File: config.mk
export PLATFORM = sky130hd
export DESIGN_NAME = osc_pulse_gen
export DESIGN_NICKNAME = d
export VERILOG_FILES = /design/src/rtl/osc_gen_pkg.sv /design/src/rtl/lfsr16.sv /design/src/rtl/osc_pulse_gen.sv
export SDC_FILE = /design/constraint.sdc
export NUM_CORES = 1
export LEC_CHECK = 0
export ABC_AREA = 0
export CORE_ASPECT_RATIO = 0.75
export CORE_MARGIN = 4
export CORE_UTILIZATION = 44
export CTS_BUF_LIST = sky130_fd_sc_hd__clkbuf_8 sky130_fd_sc_hd__clkbuf_16
export CTS_CLUSTER_DIAMETER = 40
export CTS_CLUSTER_SIZE = 28
export DETAILED_ROUTE_END_ITERATION = 10
export PLACE_DENSITY = 0.68
export RECOVER_POWER = 25
export SLEW_MARGIN = 5
export SYNTH_ARGS = -nofsm -noshare
export SYNTH_HDL_FRONTEND = slang
export SYNTH_SLANG_ARGS = --single-unit
File: constraint.sdc
create_clock -name clk -period 4.27 [get_ports clk]
set_input_delay 0.6405 -clock clk [delete_from_list [all_inputs] [get_ports clk]]
set_output_delay 0.6405 -clock clk [all_outputs]
set_load 0.005 [all_outputs]
File: src/rtl/osc_gen_pkg.sv
// -----------------------------------------------------------------------------
// osc_gen_pkg
// Shared definitions for the oscillator pulse generator:
//   - osc_state_t : FSM state encoding (IDLE / LOW / HIGH / FIN)
//   - CNT_W_DEF   : default width of the edge-count request / running count
//   - HP_W_DEF    : default width of the half-period value (clk cycles)
//   - LFSR_SEED   : reset value of the jitter LFSR
//   - LFSR_TAPS   : feedback mask for taps 16,14,13,11 (bits 15,13,12,10)
// -----------------------------------------------------------------------------
package osc_gen_pkg;

   localparam int CNT_W_DEF = 32;
   localparam int HP_W_DEF  = 16;

   typedef enum logic [1:0] {
      ST_IDLE = 2'd0,
      ST_LOW  = 2'd1,
      ST_HIGH = 2'd2,
      ST_FIN  = 2'd3
   } osc_state_t;

   localparam logic [15:0] LFSR_SEED = 16'hACE1;
   localparam logic [15:0] LFSR_TAPS = 16'hB400;

endpackage

File: src/rtl/lfsr16.sv
// -----------------------------------------------------------------------------
// lfsr16
// Free-running 16-bit Fibonacci LFSR used to jitter the phase lengths of
// osc_pulse_gen. Only built when OSC_JITTER_EN is defined; without that
// macro this file is intentionally empty so no dangling module exists.
// Ports:
//   clk  in  system clock
//   rst  in  asynchronous, active-high reset (loads LFSR_SEED)
//   rnd  out bit 0 of the LFSR register (registered)
// -----------------------------------------------------------------------------
`ifdef OSC_JITTER_EN
module lfsr16
   import osc_gen_pkg::*;
(
   input  logic clk,
   input  logic rst,
   output logic rnd
);

   logic [15:0] lfsr_q;
   logic        fb;

   // XOR of the tapped bits, shifted in at the bottom.
   assign fb  = ^(lfsr_q & LFSR_TAPS);
   assign rnd = lfsr_q[0];

   always_ff @(posedge clk or posedge rst) begin
      if (rst) begin
         lfsr_q <= LFSR_SEED;
      end else begin
         lfsr_q <= {lfsr_q[14:0], fb};
      end
   end

endmodule
`endif

File: src/rtl/osc_pulse_gen.sv
// -----------------------------------------------------------------------------
// osc_pulse_gen
// Programmable square-wave generator: emits exactly num_edges rising edges,
// each low and high phase lasting half_period clk cycles (0 treated as 1).
// Optional macro OSC_JITTER_EN: each phase lasts hp or hp+1 cycles, chosen
// by a free-running LFSR; the edge count stays exact.
// Ports:
//   clk          in  system clock
//   rst          in  asynchronous, active-high reset
//   start        in  start request, sampled only in IDLE
//   abort        in  terminate the current run (wins over start in IDLE)
//   half_period  in  [HP_W]  cycles per low phase and per high phase
//   num_edges    in  [CNT_W] rising edges to emit
//   osc_out      out generated square wave
//   busy         out run in progress
//   done         out one-cycle pulse on normal completion
//   edges_sent   out [CNT_W] rising edges emitted in current/last run
// All outputs are registered.
// Handshake: start is accepted on a clk edge where the FSM is IDLE, start=1
// and abort=0; busy rises the following cycle (unless num_edges=0), done
// pulses for exactly one cycle at the end; abort returns to IDLE next cycle.
// -----------------------------------------------------------------------------
module osc_pulse_gen
   import osc_gen_pkg::*;
#(
   parameter int CNT_W = CNT_W_DEF,
   parameter int HP_W  = HP_W_DEF
) (
   input  logic             clk,
   input  logic             rst,
   input  logic             start,
   input  logic             abort,
   input  logic [HP_W-1:0]  half_period,
   input  logic [CNT_W-1:0] num_edges,
   output logic             osc_out,
   output logic             busy,
   output logic             done,
   output logic [CNT_W-1:0] edges_sent
);

   osc_state_t       state;
   logic [HP_W-1:0]  hp_q;
   logic [CNT_W-1:0] n_q;
   logic [HP_W-1:0]  phase_cnt;
   logic [HP_W-1:0]  hp_eff;
   logic [HP_W-1:0]  jit_add;
   logic             jit;

`ifdef OSC_JITTER_EN
   lfsr16 u_lfsr (
      .clk (clk),
      .rst (rst),
      .rnd (jit)
   );
`else
   assign jit = 1'b0;
`endif

   // Zero half-period behaves like one so every phase lasts at least a cycle.
   assign hp_eff  = (half_period == '0) ? HP_W'(1) : half_period;
   assign jit_add = {{(HP_W-1){1'b0}}, jit};

   always_ff @(posedge clk or posedge rst) begin
      if (rst) begin
         state      <= ST_IDLE;
         hp_q       <= '0;
         n_q        <= '0;
         phase_cnt  <= '0;
         osc_out    <= 1'b0;
         busy       <= 1'b0;
         done       <= 1'b0;
         edges_sent <= '0;
      end else if (abort && (state != ST_IDLE)) begin
         // edges_sent is left alone so the sequencer can see how far it got.
         state   <= ST_IDLE;
         osc_out <= 1'b0;
         busy    <= 1'b0;
         done    <= 1'b0;
      end else begin
         case (state)
            ST_IDLE: begin
               osc_out <= 1'b0;
               busy    <= 1'b0;
               done    <= 1'b0;
               if (start && !abort) begin
                  hp_q       <= hp_eff;
                  n_q        <= num_edges;
                  edges_sent <= '0;
                  if (num_edges == '0) begin
                     state <= ST_FIN;
                     done  <= 1'b1;
                  end else begin
                     state     <= ST_LOW;
                     phase_cnt <= hp_eff - HP_W'(1) + jit_add;
                     busy      <= 1'b1;
                  end
               end
            end

            ST_LOW: begin
               if (phase_cnt == '0) begin
                  // Count the edge in the same cycle osc_out rises.
                  state      <= ST_HIGH;
                  osc_out    <= 1'b1;
                  phase_cnt  <= hp_q - HP_W'(1) + jit_add;
                  edges_sent <= edges_sent + CNT_W'(1);
               end else begin
                  phase_cnt <= phase_cnt - HP_W'(1);
               end
            end

            ST_HIGH: begin
               if (phase_cnt == '0) begin
                  osc_out <= 1'b0;
                  if (edges_sent == n_q) begin
                     state <= ST_FIN;
                     busy  <= 1'b0;
                     done  <= 1'b1;
                  end else begin
                     state     <= ST_LOW;
                     phase_cnt <= hp_q - HP_W'(1) + jit_add;
                  end
               end else begin
                  phase_cnt <= phase_cnt - HP_W'(1);
               end
            end

            ST_FIN: begin
               // done was raised on entry; drop it after exactly one cycle.
               state   <= ST_IDLE;
               osc_out <= 1'b0;
               busy    <= 1'b0;
               done    <= 1'b0;
            end

            default: begin
               state   <= ST_IDLE;
               osc_out <= 1'b0;
               busy    <= 1'b0;
               done    <= 1'b0;
            end
         endcase
      end
   end

endmodule

[Yosys cells after proc, flatten, opt, wreduce, memory -nomap -nowiden]
Index checks and enable logic that the tools add are counted.
Storage, ports and cells
  bits in registers: 101
  bits of input ports: 52
Operators by class
  add/subtract/negate cells: 4
  equality and inequality tests: 12
  mux-type cells: 33
  bitwise logic cells: 1
  reductions and logical operators: 18
Operator list (number)
  $mux W16: 6
  $mux W32: 2
  $pmux W32 S2: 1
  $pmux W16 S3: 1
  $sub A16 B1 Y16 const B: 3
  $add A32 B1 Y32 const B: 1
  $eq A32 B32 Y1: 1
  $logic_not A16 Y1: 2
  $logic_not A32 Y1: 1
  $ne A3 B3 Y1 const B: 5
  $mux W1: 13
  $mux W2: 6
  $pmux W1 S3: 3
  $reduce_and A3 Y1: 3
  $pmux W2 S4: 1
  $ne A2 B2 Y1 const B: 3
  $reduce_and A5 Y1: 1
  $eq A2 B2 Y1 const B: 2
  $reduce_and A4 Y1: 1
  $reduce_bool A2 Y1: 2
  $reduce_bool A4 Y1: 1
  $reduce_bool A3 Y1: 1
  $eq A2 B1 Y1 const B: 1
  $logic_and A1 B1 Y1: 2
  other kinds (5): 5

[Longest topological paths before layout]
  depth in word-level cells: 6
  gate-level depth with buffers: 15
  gate-level depth less buffers: 14

[Worst setup path after synthesis]
Ideal clock, no wire load.
  path kind: register to register
  start: reg state[0]
  end: reg phase_cnt[8]
  setup time: 0.122 ns
  data arrival time: 3.336 ns
  path slack: 0.812 ns
  cell stages (with the launch flop): 15
  buffers on the path: 4
  period minus slack after synthesis: 3.458 ns
  cell sequence: dfrtp_1 inv_1 ha_1 buf_2 buf_1 clkbuf_1 buf_1 a21o_1 ha_1 nand3b_1 a21o_1 a221o_1 nor3_1 nor2_1 a32o_1
On the way
  word-level cells in the longest chain between the ends: 4
RTL lines
  start: declaration: RTL line osc_pulse_gen.sv:41  | osc_state_t state;
  start signal: assignment: RTL line osc_pulse_gen.sv:65  | state <= ST_IDLE;
  start signal: assignment: RTL line osc_pulse_gen.sv:75  | state <= ST_IDLE;
  start signal: assignment: RTL line osc_pulse_gen.sv:90  | state <= ST_FIN;
  branches (longest 4 deep; another with $reduce_and A5 Y1)
  end signal: assignment: RTL line osc_pulse_gen.sv:94  | phase_cnt <= hp_eff - HP_W'(1) + jit_add;
  end signal: assignment: RTL line osc_pulse_gen.sv:105  | phase_cnt <= hp_q - HP_W'(1) + jit_add;
  end signal: assignment: RTL line osc_pulse_gen.sv:108  | phase_cnt <= phase_cnt - HP_W'(1);
  end: declaration: RTL line osc_pulse_gen.sv:44  | logic [HP_W-1:0] phase_cnt;
Several ways; the timed one is not identified.
A chain may end at the register's enable or synchronous reset.

[Final worst setup path]
  start: in half_period[3]
  end: reg phase_cnt[14]
On the way
  word-level cells in the longest chain between the ends: 6
RTL lines
  start: declaration: RTL line osc_pulse_gen.sv:33  | input logic [HP_W-1:0] half_period,
  $logic_not A16 Y1: RTL line osc_pulse_gen.sv:60  | assign hp_eff = (half_period == '0) ? HP_W'(1) : half_period;
  $mux W16 (*): RTL line osc_pulse_gen.sv:60
  $sub A16 B1 Y16 (*): RTL line osc_pulse_gen.sv:94
  $mux W16 (*): RTL line osc_pulse_gen.sv:89  | if (num_edges == '0) begin
  $mux W16 (*): RTL line osc_pulse_gen.sv:85  | if (start && !abort) begin
  $pmux W16 S3 (*): RTL line osc_pulse_gen.sv:80  | case (state)
Mark *: on every way between the ends. The rest lies on a longest branch, timed or not. The select of a mux whose other input is x is not followed.

==> flow_metrics.env <==
export IMPL_outcome="finished, violations left"
export IMPL_violations="capacitance limit, slew limit"
export IMPL_slew_headroom=-0.485
export IMPL_synth_top_area_cell="dfrtp_1"
export IMPL_yosysMostFrequentCell="dfrtp_1"
export IMPL_hp_class="flip-flop to flip-flop"
export IMPL_grt_use_total=0.205
export IMPL_clock_power_share=0.203
export IMPL_clk_latency_ns=0.34
export IMPL_ios=87
export IMPL_seqCellArea_um2=2530
export IMPL_insertedDiodeCount=0
export IMPL_ir_drop_uv=288
export IMPL_synth_common_cells="dfrtp_1 (101), nor2_1 (66), xnor2_1 (54), mux2_2 (49), o21ai_0 (32)"
export IMPL_fin_ws_ns=0.885
export IMPL_coreArea_um2=12500
export IMPL_yosys_top_cells_area="dfrtp_1 (44%), mux2_2 (9.7%), xnor2_1 (8.3%)"
export IMPL_antenna_found_initial=0
export IMPL_setup_viol=0
export IMPL_synth_cell_types=58
export IMPL_cts_tree="yes"
export IMPL_grt_pass1_wl_um=24800
export IMPL_wire_per_inst_um=18.5
export IMPL_finalMaxSlewViolations=51
export IMPL_tightestPinTransition_ns=2.22
export IMPL_detail_route_antenna_nets=0
export IMPL_cpPeakStageDelay_ns=0.50
export IMPL_r2r_start="state[0]"
export IMPL_h_tree_depth=3
export IMPL_fp_dieH_um=107
export IMPL_p_sw_mw=1.44
export IMPL_place_congestion=0.896
export IMPL_comb_power_share=0.383
export IMPL_p_seq_frac=0.414
export IMPL_leakage_nw=2.68
export IMPL_grt_overflow=0
export IMPL_ys_flop_type="dfrtp_1"
export IMPL_setup_tns_final_ns=0
export IMPL_critPathSlowestCell="clkdlybuf4s50_1"
export IMPL_hold_depth=1
export IMPL_start_kind="input pin"
export IMPL_seq_area_frac_synth=0.443
export IMPL_syn_area_per_cell_um2=9.93
export IMPL_die_x_um=139
export IMPL_grt_start_max_net_pins=51
export IMPL_ys_ff_latch=101
export IMPL_synthToLayoutAreaGrowth_pct=22.4
export IMPL_rows=35
export IMPL_synth_area_um2=5700
export IMPL_start_util=0.457
export IMPL_num_vias=4792
export IMPL_place_ws_ns=0.540
export IMPL_crit_chain="clkdlybuf4s50_1 > nor4_1 > a41oi_1 > and2_1 > a21o_1 > ha_1 > nand3b_1 > nor2_1 > a21oi_1 > a221o_1 > nor3_1 > a21o_1 > a31oi_1"
export IMPL_post_dp_hpwl_um=11300
export IMPL_hold_viol_final=0
export IMPL_internal_power_mw=2.38
export IMPL_clockBufferDepth=2
export IMPL_worst_r2r_setup_slack_ns=0.91
export IMPL_power_density_nw_per_um2=547
export IMPL_port_buffers=86
export IMPL_cts_buffers=9
export IMPL_grt_pass1_vias=4616
export IMPL_cp_required_ns=4.53
export IMPL_period_share=0.793
export IMPL_worstHoldStart="busy"
export IMPL_max_clock_freq_mhz=295
export IMPL_synth_top_area_frac=0.443
export IMPL_crit_arrival_ns=3.64
export IMPL_final_nets=709
export IMPL_syn_nets=632
export IMPL_r2r_end="phase_cnt[14]"
export IMPL_syn_inst=574
export IMPL_multi_input_area_um2=3000
export IMPL_async_reset_ff_frac=1.00
export IMPL_rsz0062_at_grt="false"
export IMPL_fillers=1099
export IMPL_drc=0
export IMPL_synth_edf_count=0
export IMPL_crit_path_frequent_cell="a21o_1"
export IMPL_swShare=0.376
export IMPL_yosysWarnings=0
export IMPL_cts_resized=0
export IMPL_drt_iter0_drc=401
export IMPL_first_pass_iters=5
export IMPL_cp_max_fo=6
export IMPL_clkSinkCount=101
export IMPL_worstRegToRegCells=12
export IMPL_cap_violations=1
export IMPL_drive_gt1_frac=0.134
export IMPL_postCtsSetupBuffers=0
export IMPL_clk_transition_reported_paths_ns=0.07
export IMPL_dieArea_um2=14900
export IMPL_wl_um=15200
export IMPL_fin_crit_ns=3.39
export IMPL_end_kind="flip-flop"
export IMPL_criticalPathCategory="input pin to flip-flop"
export IMPL_holdPathEnd="busy"
export IMPL_clockRootBuffer="clkbuf_16"
export IMPL_via_per_inst=5.83
export IMPL_cts_hold_buf=0
export IMPL_finClkSkew_ns=0.00882
through the flow:
stage	area, um2	std cells	hold slack (ns)	power [mW]	util
6_report	6980	822	0.517	3.81	0.559
5_1_grt	6980	822	0.530	4.05	0.559
4_1_cts	6980	822	0.518	3.82	0.559
3_5_place_dp	6700	806	0.503	3.03	0.537
3_3_place_gp	6700	806	0.494	2.97	0.537
2_1_floorplan	5700	574	0.466	2.62	-
per-layer routing:
layer / GRT usage / vias to the layer above / wire length [um]
li1: - / 2226 / -
met1: 0.312 / 2369 / 7340
met2: 0.302 / 186 / 6760
met3: 0.0382 / 11 / 953
met4: 0.0482 / 0 / 147
met5: 0 / - / 0
cell families after synthesis:
family,Yosys count,share of synthesized area
compound gates,112,0.124
buf+inv,39,0.0299
fa+ha+maj,6,0.0132
simple gates,200,0.188
mux,54,0.106
flops,101,0.443
xor+xnor,62,0.0953
cell usage in the layout (no fill, tap or decap), types with 4 or more instances in the layout:
cell             Yosys  layout
buf_4                1       7
o21ai_0             32      31
nor4_1              17      17
clkbuf_16            0       9
nand4_1             18      18
o21a_1               4       4
inv_1               11      11
nand2_1             30      30
nand3_1             11      11
dfrtp_1            101     101
a21oi_1             31      31
nor4_4               4       4
nor2_1              66      65
xor2_1               8       8
ha_1                 6       6
o31ai_1              4       4
or3_1               12      12
nor3_1              24      24
mux2_2              49      49
xnor2_1             54      54
clkdlybuf4s50_1      0      85
a31oi_1             12      12
mux2i_1              5       5
a21o_1               5       5
registers in the layout, summed over array words and instances, names as in the netlist:
register / cells
edges_sent: 32
n_q: 32
hp_q: 16
phase_cnt: 16
state: 2
busy: 1
done: 1
osc_out: 1
critical path, delay by kind of cell:
family,cells,cell delay [ns]
buffers and inverters,1,0.50
adders and majority gates,1,0.26
and+or+nand+nor,5,0.98
AOI/OAI and AO/OA,6,1.26
how the worst max path moves through the flow:
stage | from | endpoint | slack [ns] | depth (start not counted)
5_1_grt | state[0] | phase_cnt[14] | 0.67 | 12
3_3_place_gp | half_period[3] | phase_cnt[14] | 0.70 | 13
3_5_place_dp | half_period[3] | phase_cnt[14] | 0.54 | 13
6_report | half_period[3] | phase_cnt[14] | 0.88 | 13
2_1_floorplan | state[0] | phase_cnt[8] | 0.81 | 14
4_1_cts | half_period[4] | phase_cnt[14] | 0.90 | 13
power by group through the flow:
| stage | logic (mW) | registers [mW] | clock network (mW) |
|---|---|---|---|
| final | 1.46 | 1.58 | 0.776 |
| after floorplan | 1.12 | 1.50 | 0 |
| after detailed placement | 1.44 | 1.59 | 0 |
| after global routing | 1.61 | 1.61 | 0.829 |
| after CTS | 1.45 | 1.57 | 0.792 |
| after global placement | 1.40 | 1.57 | 0 |
cell type report:
| class | instances | area share |
|---|---|---|
| Inverter | 11 | 0.00610 |
| Timing Repair Buffer | 94 | 0.132 |
| Sequential cell | 101 | 0.362 |
| Clock buffer | 9 | 0.0323 |
| Tap cell | 166 | 0.0298 |
| Multi-Input combinational cell | 434 | 0.431 |
| Clock inverter | 7 | 0.00735 |
(Power assumes the default switching activity.)
